## config.mk

```make
export PLATFORM = sky130hd
export DESIGN_NAME = dmem_bus_ctrl
export DESIGN_NICKNAME = d
export VERILOG_FILES = /design/src/rtl/dmem_bus_ctrl.sv
export SDC_FILE = /design/constraint.sdc
export NUM_CORES = 1
export LEC_CHECK = 0
export CAP_MARGIN = 25
export CORE_UTILIZATION = 44
export CTS_CLUSTER_SIZE = 25
export DETAILED_ROUTE_END_ITERATION = 10
export PLACE_DENSITY_LB_ADDON = 0.3
export SLEW_MARGIN = 20
export SYNTH_ARGS = -nofsm -noshare
export SYNTH_HDL_FRONTEND = slang
export SYNTH_SLANG_ARGS = --single-unit
```

## constraint.sdc

```tcl
create_clock -name clk -period 10.42 [get_ports clk]
set_clock_uncertainty 0.1 [all_clocks]
set_input_delay 3.126 -clock clk [delete_from_list [all_inputs] [get_ports clk]]
set_output_delay 3.126 -clock clk [all_outputs]
set_load 0.01 [all_outputs]
```

## src/rtl/dmem_bus_ctrl.sv

```systemverilog
// Data-memory bus controller: turns a memory-stage load/store request into one
// valid/ready bus transaction and stalls the pipeline until it completes or times out.
module dmem_bus_ctrl #(
    parameter int unsigned TIMEOUT = 255
) (
    input  logic        clk,
    input  logic        rst,
    input  logic        req_rd,
    input  logic        req_wr,
    input  logic [31:0] req_addr,
    input  logic [31:0] req_wdata,
    input  logic [3:0]  req_mask,
    output logic        stall,
    output logic [31:0] data_loaded,
    output logic        bus_err,
    output logic        bus_valid,
    output logic        bus_we,
    output logic [31:0] bus_addr,
    output logic [31:0] bus_wdata,
    output logic [3:0]  bus_be,
    input  logic        bus_ready,
    input  logic [31:0] bus_rdata
);

    typedef enum logic [1:0] {
        IDLE = 2'd0,
        BUSY = 2'd1,
        DONE = 2'd2
    } state_t;

    localparam logic [7:0] TO_LAST = 8'(TIMEOUT - 1);

    state_t      state_q, state_d;
    logic [7:0]  cnt_q, cnt_d;
    logic        bus_valid_q, bus_valid_d;
    logic        bus_we_q, bus_we_d;
    logic [31:0] bus_addr_q, bus_addr_d;
    logic [31:0] bus_wdata_q, bus_wdata_d;
    logic [3:0]  bus_be_q, bus_be_d;
    logic [31:0] data_loaded_q, data_loaded_d;
    logic        bus_err_q, bus_err_d;
    logic        req;

    assign req = req_rd | req_wr;

    always_comb begin
        state_d       = state_q;
        cnt_d         = cnt_q;
        bus_valid_d   = bus_valid_q;
        bus_we_d      = bus_we_q;
        bus_addr_d    = bus_addr_q;
        bus_wdata_d   = bus_wdata_q;
        bus_be_d      = bus_be_q;
        data_loaded_d = data_loaded_q;
        bus_err_d     = 1'b0;

        case (state_q)
            IDLE: begin
                if (req) begin
                    bus_addr_d  = {req_addr[31:2], 2'b00};
                    bus_wdata_d = req_wdata;
                    bus_we_d    = req_wr;
                    bus_be_d    = req_wr ? req_mask : 4'b1111;
                    cnt_d       = 8'd0;
                    // An all-disabled store has nothing to put on the bus.
                    if (req_wr && (req_mask == 4'b0000)) begin
                        state_d = DONE;
                    end else begin
                        state_d     = BUSY;
                        bus_valid_d = 1'b1;
                    end
                end
            end
            BUSY: begin
                if (bus_ready) begin
                    if (!bus_we_q) begin
                        data_loaded_d = bus_rdata;
                    end
                    cnt_d       = 8'd0;
                    bus_valid_d = 1'b0;
                    state_d     = DONE;
                end else if (cnt_q == TO_LAST) begin
                    if (!bus_we_q) begin
                        data_loaded_d = 32'd0;
                    end
                    cnt_d       = 8'd0;
                    bus_valid_d = 1'b0;
                    bus_err_d   = 1'b1;
                    state_d     = DONE;
                end else begin
                    cnt_d = cnt_q + 8'd1;
                end
            end
            DONE: begin
                state_d = IDLE;
            end
            default: begin
                state_d     = IDLE;
                bus_valid_d = 1'b0;
            end
        endcase
    end

    always_ff @(posedge clk or posedge rst) begin
        if (rst) begin
            state_q       <= IDLE;
            cnt_q         <= 8'd0;
            bus_valid_q   <= 1'b0;
            bus_we_q      <= 1'b0;
            bus_addr_q    <= 32'd0;
            bus_wdata_q   <= 32'd0;
            bus_be_q      <= 4'b0000;
            data_loaded_q <= 32'd0;
            bus_err_q     <= 1'b0;
        end else begin
            state_q       <= state_d;
            cnt_q         <= cnt_d;
            bus_valid_q   <= bus_valid_d;
            bus_we_q      <= bus_we_d;
            bus_addr_q    <= bus_addr_d;
            bus_wdata_q   <= bus_wdata_d;
            bus_be_q      <= bus_be_d;
            data_loaded_q <= data_loaded_d;
            bus_err_q     <= bus_err_d;
        end
    end

    // DONE is the cycle in which the pipeline is released.
    assign stall       = req & (state_q != DONE);
    assign data_loaded = data_loaded_q;
    assign bus_err     = bus_err_q;
    assign bus_valid   = bus_valid_q;
    assign bus_we      = bus_we_q;
    assign bus_addr    = bus_addr_q;
    assign bus_wdata   = bus_wdata_q;
    assign bus_be      = bus_be_q;

endmodule
```

; Word-level counts from Yosys, hierarchy flattened
; Cells that the tools add are included.
[word_totals]
register_bits = 111
in_bits = 105
elab_cells = 53
output_inout_bits = 104
[op_classes]
n_eq_ne = 7
mux = 22
reduce_logical = 10
n_addsub = 1
n_bitwise = 4
[op_table]
columns = operator, count
row1 = 32-bit 2-to-1 mux, 4
row2 = 8-bit 2-to-1 mux, 3
row3 = 8-bit case mux with 2 select lines, 1
row4 = "8-bit by 1-bit adder with 8-bit output, second input constant", 1
row5 = "8-bit equality test, second input constant", 1
row6 = 2-bit 2-to-1 mux, 4
row7 = 1-bit 2-to-1 mux, 7
row8 = "2-bit inequality test, second input constant", 3
row9 = 2-bit AND reduction, 3
row10 = 4-bit zero test, 1
row11 = 4-bit 2-to-1 mux, 1
row12 = 2-bit case mux with 2 select lines, 1
row13 = 4-bit AND reduction, 1
row14 = 2-bit nonzero test, 2
row15 = "3-bit inequality test, second input constant", 1
row16 = 1-bit case mux with 3 select lines, 1
row17 = 3-bit AND reduction, 1
row18 = "2-bit by 1-bit equality test with 1-bit output, second input constant", 1
row19 = "2-bit equality test, second input constant", 1
row20 = 2-bit zero test, 1
row21 = 1-bit NOT, 2
row22 = 1-bit AND, 1
row23 = 1-bit logical AND, 1
row24 = 1-bit OR, 1

; Depth between registers and ports, before layout
[depth]
ltp_word = 5
mapped_depth = 7
depth_no_buf = 6

; Worst setup path before layout
; Ideal clock, no wire load.
[synth_timing]
path_kind = input port to output port
startpoint = in req_wr
endpoint = out stall
required_ps = 7194
path_slack_ps = 3823
path_stages = 2
arrival_ps = 3371
path_cell_list = nor2_1 a21oi_1
[synth_between]
elab_chain_cells = 2
[synth_lines]
columns = item, line
row1 = from (decl), 9  ; input logic req_wr,
row2 = 1-bit OR, 44  ; assign req = req_rd | req_wr;
row3 = 1-bit AND, 129  ; assign stall = req & (state_q != DONE);
row4 = to (decl), 13  ; output logic stall,
; Every way passes these cells.

; Final worst setup path
; Same ends and word-level chain as after synthesis.

==> impl_results.md <==
- Syn. warnings: 0
- Rel. slew slack: 39.5%
- Mean Syn Cell Area: 10.1 um2
- Crit path max-delay family: buffers and inverters
- Maximum VDD drop: 0.156 mV
- Io pins: 209
- All-layer global routing usage: 22.6%
- Initial antenna violation count: 0
- Total detailed-routing wirelength: 11.3 mm
- Outcome: completed
- CP Max Fanout: 5
- Post-CTS Hold Fix Bufs: 0
- Register area share after synthesis: 64.3%
- Slowest stage delay, CP: 610 ps
- Crit-path most repeated cell: clkdlybuf4s50_1
- FP Rows: 35
- Cell area after layout: 0.00668 mm2
- RSZ-0062 raised after global routing: false
- Global-route wire length before repair: 18.0 mm
- Post-Synthesis Cell Area: 0.00432 mm2
- Via density: 4.85
- Placed Area: 0.00646 mm2
- Area Overhead vs Synth: 54.5%
- Static leakage: 3.15 nW
- Most frequent cells in the layout: 204 x clkdlybuf4s50_1, 199 x nand2_1, 111 x dfrtp_1, 33 x a22o_1, 10 x clkbuf_8
- Antenna viol nets, final: 0
- DRC: 0
- Number of global-route vias before repair: 3704
- CP Buf/Inv Count: 2
- Data arrival, critical path: 4610 ps
- Root buffer cell: clkbuf_8
- Cell variety after synth: 35
- Tmin final: 7830 ps
- Clk_lat worst skew: 350 ps
- # nets final: 731
- Endpoint class of the critical path: output port
- Post CTS Setup Buffer Count: 0
- Maxcap violations: 0
- Total negative slack: 0 ps
- Worst r2r path cells: 3
- Vert. Die Dim: 101 um
- Layout cells sized above 1: 4.61%
- Reg2Reg Setup Slack: 8190 ps
- Total grt overflow: 0
- Worst Tran Pin Value: 904 ps
- Wirelength per Cell: 14.9 um
- Core Area: 0.00937 mm2
- Clock buffer depth: 2
- Syn Inst Count: 427
- Post-detailed-placement half-perimeter wirelength: 8.15 mm
- Sink Count: 111
- Total CTS buffers: 9
- Final Hold Fails: 0
- Die Area: 0.0102 mm2
- Startpoint Class: input port
- Resize count post-CTS: 0
- Sequence of cells on the critical path: clkdlybuf4s50_1 > nor2_1 > a21oi_1 > clkdlybuf4s50_1
- Seq cells post-synth: 111
- Clock slew seen by the registers of the worst setup and hold paths: 100 ps
- Place WS: 2610 ps
- Tcrit/Tclk final: 75.2%
- Critical path class: in -> out
- Critical Path RT: 7190 ps
- Die width: 101 um
- Final setup margin: 2590 ps
- Hold depth: 2
- Setup-failing EPs final: 0
- Drt pass-1 iters: 4
- Reg2reg start: state_q[0]$_DFFE_PP0P_
- # H-tree levels: 3
- Fmax: 128 MHz
- CTS tree: done
- Port Buffer Count: 204
- Initial core utilization: 46.1%
- Pin count of the biggest net entering global routing: 79
- Slew Viols, Final: 0
- Slowest stage cell on the critical path: clkdlybuf4s50_1
- DRT iter0 DRCs: 112
- R2r endpoint: bus_be[3]$_DFFE_PP0P_
- P per Cell Area: 278 mW/mm2
- Routed vias: 3677
- Commonest non-fill, non-tap cell in the layout: clkdlybuf4s50_1
- Min-Delay Path Class: reg -> reg
- Min-Delay Endpoint: bus_addr[20]$_DFFE_PP0P_
- Inserted Diodes: 0
- Min Hold Slack: 379 ps
- Hold_sp: bus_addr[20]$_DFFE_PP0P_
- Routability Congestion: 0.776
## cell families after synthesis
family                     synth area share, %
AOI/OAI and AO/OA                         10.8
other                                   0.0868
and+or+nand+nor                           21.4
buffers and inverters                     2.87
DFF                                       64.3
adders and majority gates                0.579
## cell type report
class                           instances  area [um2]
Timing Repair Buffer                  209        2100
Multi-Input combinational cell        290        1440
Fill cell                             698        2700
Sequential cell                       111        2780
Inverter                                3        13.8
Clock inverter                          6        43.8
Tap cell                              129         161
Clock buffer                           10         138
## worst min-delay path, delay by kind of cell (launching register included)
family	cells	cell delay, ps
AND/OR/NAND/NOR	2	100
flip-flops	1	350
## worst max-delay path by stage
| stage | from | to | slack (ps) | cells after the start |
|---|---|---|---|---|
| floorplan | req_wr | stall | 3820 | 2 |
| global placement | req_wr | stall | 2630 | 4 |
| detailed placement | req_wr | stall | 2610 | 4 |
| CTS | req_wr | stall | 2600 | 4 |
| global route | req_wr | stall | 2530 | 4 |
| finish | req_wr | stall | 2590 | 4 |
## sequential cells by signal, indices dropped and copies added, names as in the netlist
| register | cells |
|---|---|
| bus_wdata | 32 |
| data_loaded | 32 |
| bus_addr | 30 |
| cnt_q | 8 |
| bus_be | 4 |
| state_q | 2 |
| bus_err | 1 |
| bus_valid | 1 |
| bus_we | 1 |
## power by group
group / switching [W] / internal [W] / total (W)
Sequential: 0.000114 / 0.000623 / 0.000737
Combinational: 0.000403 / 0.000479 / 0.000882
Clock: 0.000144 / 0.0000951 / 0.000239
Total: 0.000661 / 0.00120 / 0.00186
## stage by stage
| stage | instances | power (W) | util (%) |
|---|---|---|---|
| floorplan | 428 | 0.00112 | - |
| global placement | 740 | 0.00160 | 68.9 |
| detailed placement | 740 | 0.00163 | 68.9 |
| CTS | 756 | 0.00188 | 70.9 |
| global route | 758 | 0.00199 | 71.2 |
| finish | 758 | 0.00186 | 71.2 |
## cells in the mapped netlist
master	n	area (um2)
nand3b_1	1	7.51
nor2_1	6	22.5
or3b_1	1	8.76
o22a_1	4	35.0
a21oi_1	4	20.0
and2_1	1	6.26
nor3_2	2	20.0
a21o_1	2	15.0
o21ai_1	2	10.0
nand2b_1	3	18.8
o21bai_1	1	7.51
o21ai_2	1	8.76
a22o_1	33	289
or2_0	1	6.26
or3_1	1	6.26
nand3_1	5	25.0
nor4_1	2	12.5
nor4b_1	1	8.76
o21ai_0	6	30.0
inv_1	3	11.3
buf_2	9	45.0
buf_4	3	22.5
o31ai_1	2	15.0
nand2_1	199	747
nand4_2	1	12.5
or4_1	2	15.0
ha_1	2	25.0
conb_1	1	3.75
o31a_1	1	8.76
nor2b_1	1	6.26
a211o_1	1	8.76
o221ai_1	1	8.76
dfrtp_1	111	2780
clkbuf_1	12	45.0
o21bai_2	1	11.3
## routing by layer
layer	global-route usage, %	wire, um
met1	28.5	4760
met2	37.2	5230
met3	7.70	1130
met4	6.91	170
met5	0	0
No activity file was read; power rests on OpenSTA's default activity.
==> RTL edit 1 (config.mk and constraints unchanged) <==
Register the output `bus_err` once more, without a reset; this adds one clock of latency there. The other outputs are not delayed to match.
--- a/src/rtl/dmem_bus_ctrl.sv
+++ b/src/rtl/dmem_bus_ctrl.sv
@@ -128,7 +128,9 @@
     // DONE is the cycle in which the pipeline is released.
     assign stall       = req & (state_q != DONE);
     assign data_loaded = data_loaded_q;
-    assign bus_err     = bus_err_q;
+    always_ff @(posedge clk) begin
+        bus_err <= bus_err_q;
+    end
     assign bus_valid   = bus_valid_q;
     assign bus_we      = bus_we_q;
     assign bus_addr    = bus_addr_q;
Function: no difference found for any inputs over 4 cycles, from zero or initial values and one cycle with rst high; that may be too few to reach the edited logic, so the function may still have changed.
==> RTL edit 1 against the unedited design <==
  * Setup slack better by 0.036 ns
  * Power rose by 4.1%
  * Sequential cell count grew 1
  * Cell area up 0.99%
  * Wire length is 2.0% higher
  * Area after synthesis up 0.46%
  * First-iteration DRC count up 63%
==> RTL edit 1: results (changes against the unedited design) <==
- Status: finished clean (unchanged)
- Clk pin slew, worst setup/hold paths: 0.10 ns (about the same)
- Fraction of layout cells with a size suffix above 1: 0.04293 (was 0.04610)
- H-Tree Depth: 3 (unchanged)
- Filler cell count in the final layout: 699 (was 698)
- Top cells by area, synth: dfrtp_1, nand2_1, a22o_1 (unchanged)
- Gr usage total: 0.2241 (was 0.2264)
- M2 GR Usage: 0.3836 (was 0.3715)
- Final WL: 11520 um (was 11290 um)
- Met1 Usage GRT: 0.2624 (was 0.2849)
- I/O Buffers: 204 (unchanged)
- Initial drt markers: 183 (was 112)
- DP HPWL: 8377 um (was 8152 um)
- Post-Synthesis Cells: 428 (was 427)
- Register-to-register setup slack: 8.37 ns (was 8.19 ns)
- GPL Wtd Cong: 0.8034 (was 0.7764)
- Routed vias/inst: 4.887 (was 4.851)
- R2r endpoint: data_loaded[7]$_DFFE_PP0P_ (was bus_be[3]$_DFFE_PP0P_)
- Hold depth: 0 (was 2)
- DRT met1 WL: 4657 um (was 4763 um)
- Largest net degree at the start of global routing: 81 (was 79)
- Area taken by multi-input logic gates: 0.001443 mm2 (unchanged)
- First-pass GRT wire length: 17730 um (was 17970 um)
- Leakage power: 3.170 nW (was 3.148 nW)
- Pre-CTS WS: 2.613 ns (was 2.614 ns)
- FF-to-FF path depth: 7 (was 3)
- FF-to-FF Start: cnt_q[0]$_DFFE_PP0P_ (was state_q[0]$_DFFE_PP0P_)
- WP data arrival: 4.57 ns (was 4.61 ns)
- Seq/Total Area, Yosys: 0.6444 (was 0.6427)
- Actual slew at the worst max-slew pin: 0.7147 ns (was 0.9044 ns)
- DP Cell Count: 741 (was 740)
- Synth top area share: 0.6398 (was 0.6427)
- Synth cell types: 36 (was 35)
- Initial antenna violation count: 0 (unchanged)
- CP max stage delay: 0.63 ns (was 0.61 ns)
- Async SR Flop Fraction: 0.9911 (was 1.000)
- Vias in the first global route: 3766 (was 3704)
- DR WL met2: 5541 um (was 5225 um)
- Hold Path Class: flop to flop (unchanged)
- Post-DP Area: 0.006479 mm2 (was 0.006459 mm2)
- GR met3 Demand/Resource: 0.08351 (was 0.07698)
- Worst hold margin: 0.2528 ns (was 0.3795 ns)
- Maximum clock rate: 128.2 MHz (was 127.7 MHz)
- VDD IR max: 0.1747 mV (was 0.1558 mV)
- Met3 WL: 1125 um (was 1127 um)
- Sink of the worst hold path: bus_err$_DFF_P_ (was bus_addr[20]$_DFFE_PP0P_)
- Min-delay src: bus_err_q$_DFF_PP0_ (was bus_addr[20]$_DFFE_PP0P_)
[RTL edit 1: cells by family (layout without fill, tap and decap cells)]
family | count (synthesis) | after routing | share of synthesized area
and+or+nand+nor | 227 | 227 | 0.2127
DFF | 112 | 112 | 0.6444
buffers and inverters | 27 | 227 | 0.02853
other | 1 | 2 | 0.0008637
adders and majority gates | 2 | 2 | 0.005763
AOI/OAI and AO/OA | 59 | 59 | 0.1078
[RTL edit 1: cell type report]
type	instances	area share
clock buffer	10	0.01893
sequential	112	0.4149
timing repair buffer	208	0.3090
clock inverter	6	0.01726
tap	129	0.02394
inverter	3	0.002041
multi-input combinational	290	0.2140
[RTL edit 1: critical path: cells and delay by family]
kind                   cells  cell delay, ns
AND/OR/NAND/NOR            1            0.14
buffers and inverters      2            1.18
AO/OA/AOI/OAI              1            0.13
[RTL edit 1: report_power, final]
group          internal [mW]  switching, mW  total [mW]  leakage, nW
registers              0.626          0.115       0.741         1.38
clock network          0.162          0.144       0.305        0.115
logic                  0.478          0.408       0.886         1.67
==> RTL edit 2 (same flow settings) <==
Without the edit above. `TIMEOUT`: 255 -> 128.
--- a/src/rtl/dmem_bus_ctrl.sv
+++ b/src/rtl/dmem_bus_ctrl.sv
@@ -1,7 +1,7 @@
 // Data-memory bus controller: turns a memory-stage load/store request into one
 // valid/ready bus transaction and stalls the pipeline until it completes or times out.
 module dmem_bus_ctrl #(
-    parameter int unsigned TIMEOUT = 255
+    parameter int unsigned TIMEOUT = 128
 ) (
     input  logic        clk,
     input  logic        rst,
Function: same outputs for any inputs over 4 cycles, from zero or initial values and one cycle with rst high; that may be too few to reach the edited logic, so the function may still have changed.
==> RTL edit 2 against the unedited design <==
  * Power increased by 1.3%
  * Wire length decreased by 0.65%
  * Sequential cell count unchanged
  * Combinational power about the same
  * Highest routed layer unchanged
  * Die area decreased by 1.1%
  * Synthesized cell count decreased by 1.6%
  * Via count decreased by 1.6%
  * Non-clock buffer count decreased by 2
  * Sequential share of layout area increased by 0.31 points
  * Cell area decreased by 0.75%
  * Cell count decreased by 1.6%
  * Core utilization decreased by 0.20 points
  * Area after synthesis decreased by 1.1%
  * Setup slack improved by 0.057 ns
==> RTL edit 2: results (changes against the unedited design) <==
- Status: finished clean (unchanged)
- Fraction of layout cells with a size suffix above 1: 0.04376 (was 0.04610)
- Pre-CTS WS: 2.655 ns (was 2.614 ns)
- Most common library cells after synthesis: nand2_1, dfrtp_1, a22o_1 (unchanged)
- Post-CTS setup buffer count: 0 (unchanged)
- Initial antenna violation count: 0 (unchanged)
- # resized after CTS: 0 (unchanged)
- H-Tree Depth: 3 (unchanged)
- Hold Path Class: flop to flop (unchanged)
- Register-to-register setup slack: 8.37 ns (was 8.19 ns)
- Synth cell types: 37 (was 35)
- DRT met1 WL: 4682 um (was 4763 um)
- Final Hold Viols: 0 (unchanged)
- Filler cell count in the final layout: 675 (was 698)
- Clk pin slew, worst setup/hold paths: 0.09 ns
- I/O Buffers: 204 (unchanged)
- YS warnings: 0 (unchanged)
- Nets: 720 (was 731)
- Seq/Total Area, Yosys: 0.6501 (was 0.6427)
- Slew HR: 0.4623 (was 0.3951)
- Top cells by area, synth: dfrtp_1, nand2_1, a22o_1 (unchanged)
- VDD IR max: 0.1553 mV (was 0.1558 mV)
- Main flop type after synthesis: dfrtp_1 (unchanged)
- Largest net degree at the start of global routing: 64 (was 79)
- Critical path fanouts, max: 5 (unchanged)
- Maximum clock rate: 128.6 MHz (was 127.7 MHz)
- Worst skew pair latency: 0.35 ns (about the same)
- DP HPWL: 8104 um (was 8152 um)
- Avg WL per Cell: 15.03 um (was 14.89 um)
- Max Root-Sink Buffers: 2 (unchanged)
- FF-to-FF path depth: 4 (was 3)
- CP max stage delay: 0.61 ns (about the same)
- Root Driver: clkbuf_8 (unchanged)
- Gr usage total: 0.2298 (was 0.2264)
- Routed vias/inst: 4.851 (about the same)
- Slowest CP cell: clkdlybuf4s50_1 (unchanged)
- CORE AREA: 0.009328 mm2 (was 0.009371 mm2)
- DR WL met2: 5332 um (was 5225 um)
- Vias in the first global route: 3765 (was 3704)
- Max layer used: met4 (unchanged)
- Initial drt markers: 111 (was 112)
- Drt pass-1 iters: 4 (unchanged)
- Int Pwr: 1.229 mW (was 1.197 mW)
- R2r endpoint: data_loaded[29]$_DFFE_PP0P_ (was bus_be[3]$_DFFE_PP0P_)
- CP Capture Type: primary output (unchanged)
- FF-to-FF Start: state_q[0]$_DFFE_PP0P_ (unchanged)
- CP endpoint: stall (unchanged)
- Async SR Flop Fraction: 1.000 (unchanged)
- Met3 WL: 1024 um (was 1127 um)
- Total CTS buffers: 9 (unchanged)
- Worst setup path startpoint: req_wr (unchanged)
- GPL Wtd Cong: 0.7823 (was 0.7764)
- First-pass GRT wire length: 18040 um (was 17970 um)
- WP data arrival: 4.55 ns (was 4.61 ns)
- Cell family with most CP delay: buffers and inverters (unchanged)
- Leakage power: 3.099 nW (was 3.148 nW)
- Number of diodes: 0 (unchanged)
-- RTL edit 2: logic make-up (layout without fill, tap and decap cells) --
| kind of cell | count (synthesis) | in the layout | synth area share |
|---|---|---|---|
| and+or+nand+nor | 223 | 223 | 0.2126 |
| adders and majority gates | 1 | 1 | 0.002928 |
| DFF | 111 | 111 | 0.6501 |
| other | 1 | 2 | 0.0008776 |
| buffers and inverters | 27 | 223 | 0.02694 |
| AOI/OAI and AO/OA | 57 | 57 | 0.1066 |
-- RTL edit 2: final cells by class --
class | count | area, um2 | share of cell area
repair buffers | 207 | 2064 | 0.3116
well taps | 129 | 161.4 | 0.02436
clock buffers | 10 | 127.6 | 0.01926
flip-flops and latches | 111 | 2778 | 0.4192
clock inverters | 4 | 72.57 | 0.01095
inverters | 2 | 10.01 | 0.001511
multi-input cells | 283 | 1413 | 0.2132
-- RTL edit 2: metrics by stage --
stage                     utilization  instance area [um2]  instances  hold slack (ns)  total power, mW
after global placement         0.6880                 6417        732           0.3565            1.595
final                          0.7104                 6626        746           0.3817            1.882
after detailed placement       0.6888                 6425        732           0.3608            1.629
after CTS                      0.7103                 6625        746           0.3839            1.903
after floorplan                     -                 4277        421           0.3851            1.119
after global routing           0.7104                 6626        746           0.4017            2.009
-- RTL edit 2: worst min-delay path by stage --
stage / start / to / depth (start not counted)
3_5_place_dp: bus_addr[7]$_DFFE_PP0P_ / bus_addr[7]$_DFFE_PP0P_ / 2
4_1_cts: bus_wdata[24]$_DFFE_PP0P_ / bus_wdata[24]$_DFFE_PP0P_ / 2
6_report: bus_addr[20]$_DFFE_PP0P_ / bus_addr[20]$_DFFE_PP0P_ / 2
3_3_place_gp: bus_wdata[21]$_DFFE_PP0P_ / bus_wdata[21]$_DFFE_PP0P_ / 2
2_1_floorplan: cnt_q[4]$_DFFE_PP0P_ / cnt_q[4]$_DFFE_PP0P_ / 1
5_1_grt: bus_wdata[19]$_DFFE_PP0P_ / bus_wdata[19]$_DFFE_PP0P_ / 2
-- RTL edit 2: routing by layer --
metal  vias to the layer above  global-route usage
met5                         -                   0
met4                         0             0.07581
met3                        16             0.08183
met2                       140              0.3867
met1                      1718              0.2756
li1                       1745                   -
-- RTL edit 2: worst reg2reg max path: stages, from the launching register on --
cell,delay (ns)
dfrtp_1,0.51
inv_1,0.10
nor3_1,0.40
and2_2,0.62
a22o_1,0.27
-- RTL edit 2: power by group through the flow --
stage               logic, mW  registers [mW]  clock network [mW]
floorplan               0.305           0.815                   0
global placement        0.867           0.728                   0
detailed placement      0.890           0.740                   0
CTS                     0.896           0.732               0.275
global route            0.963           0.754               0.292
finish                  0.883           0.730               0.268
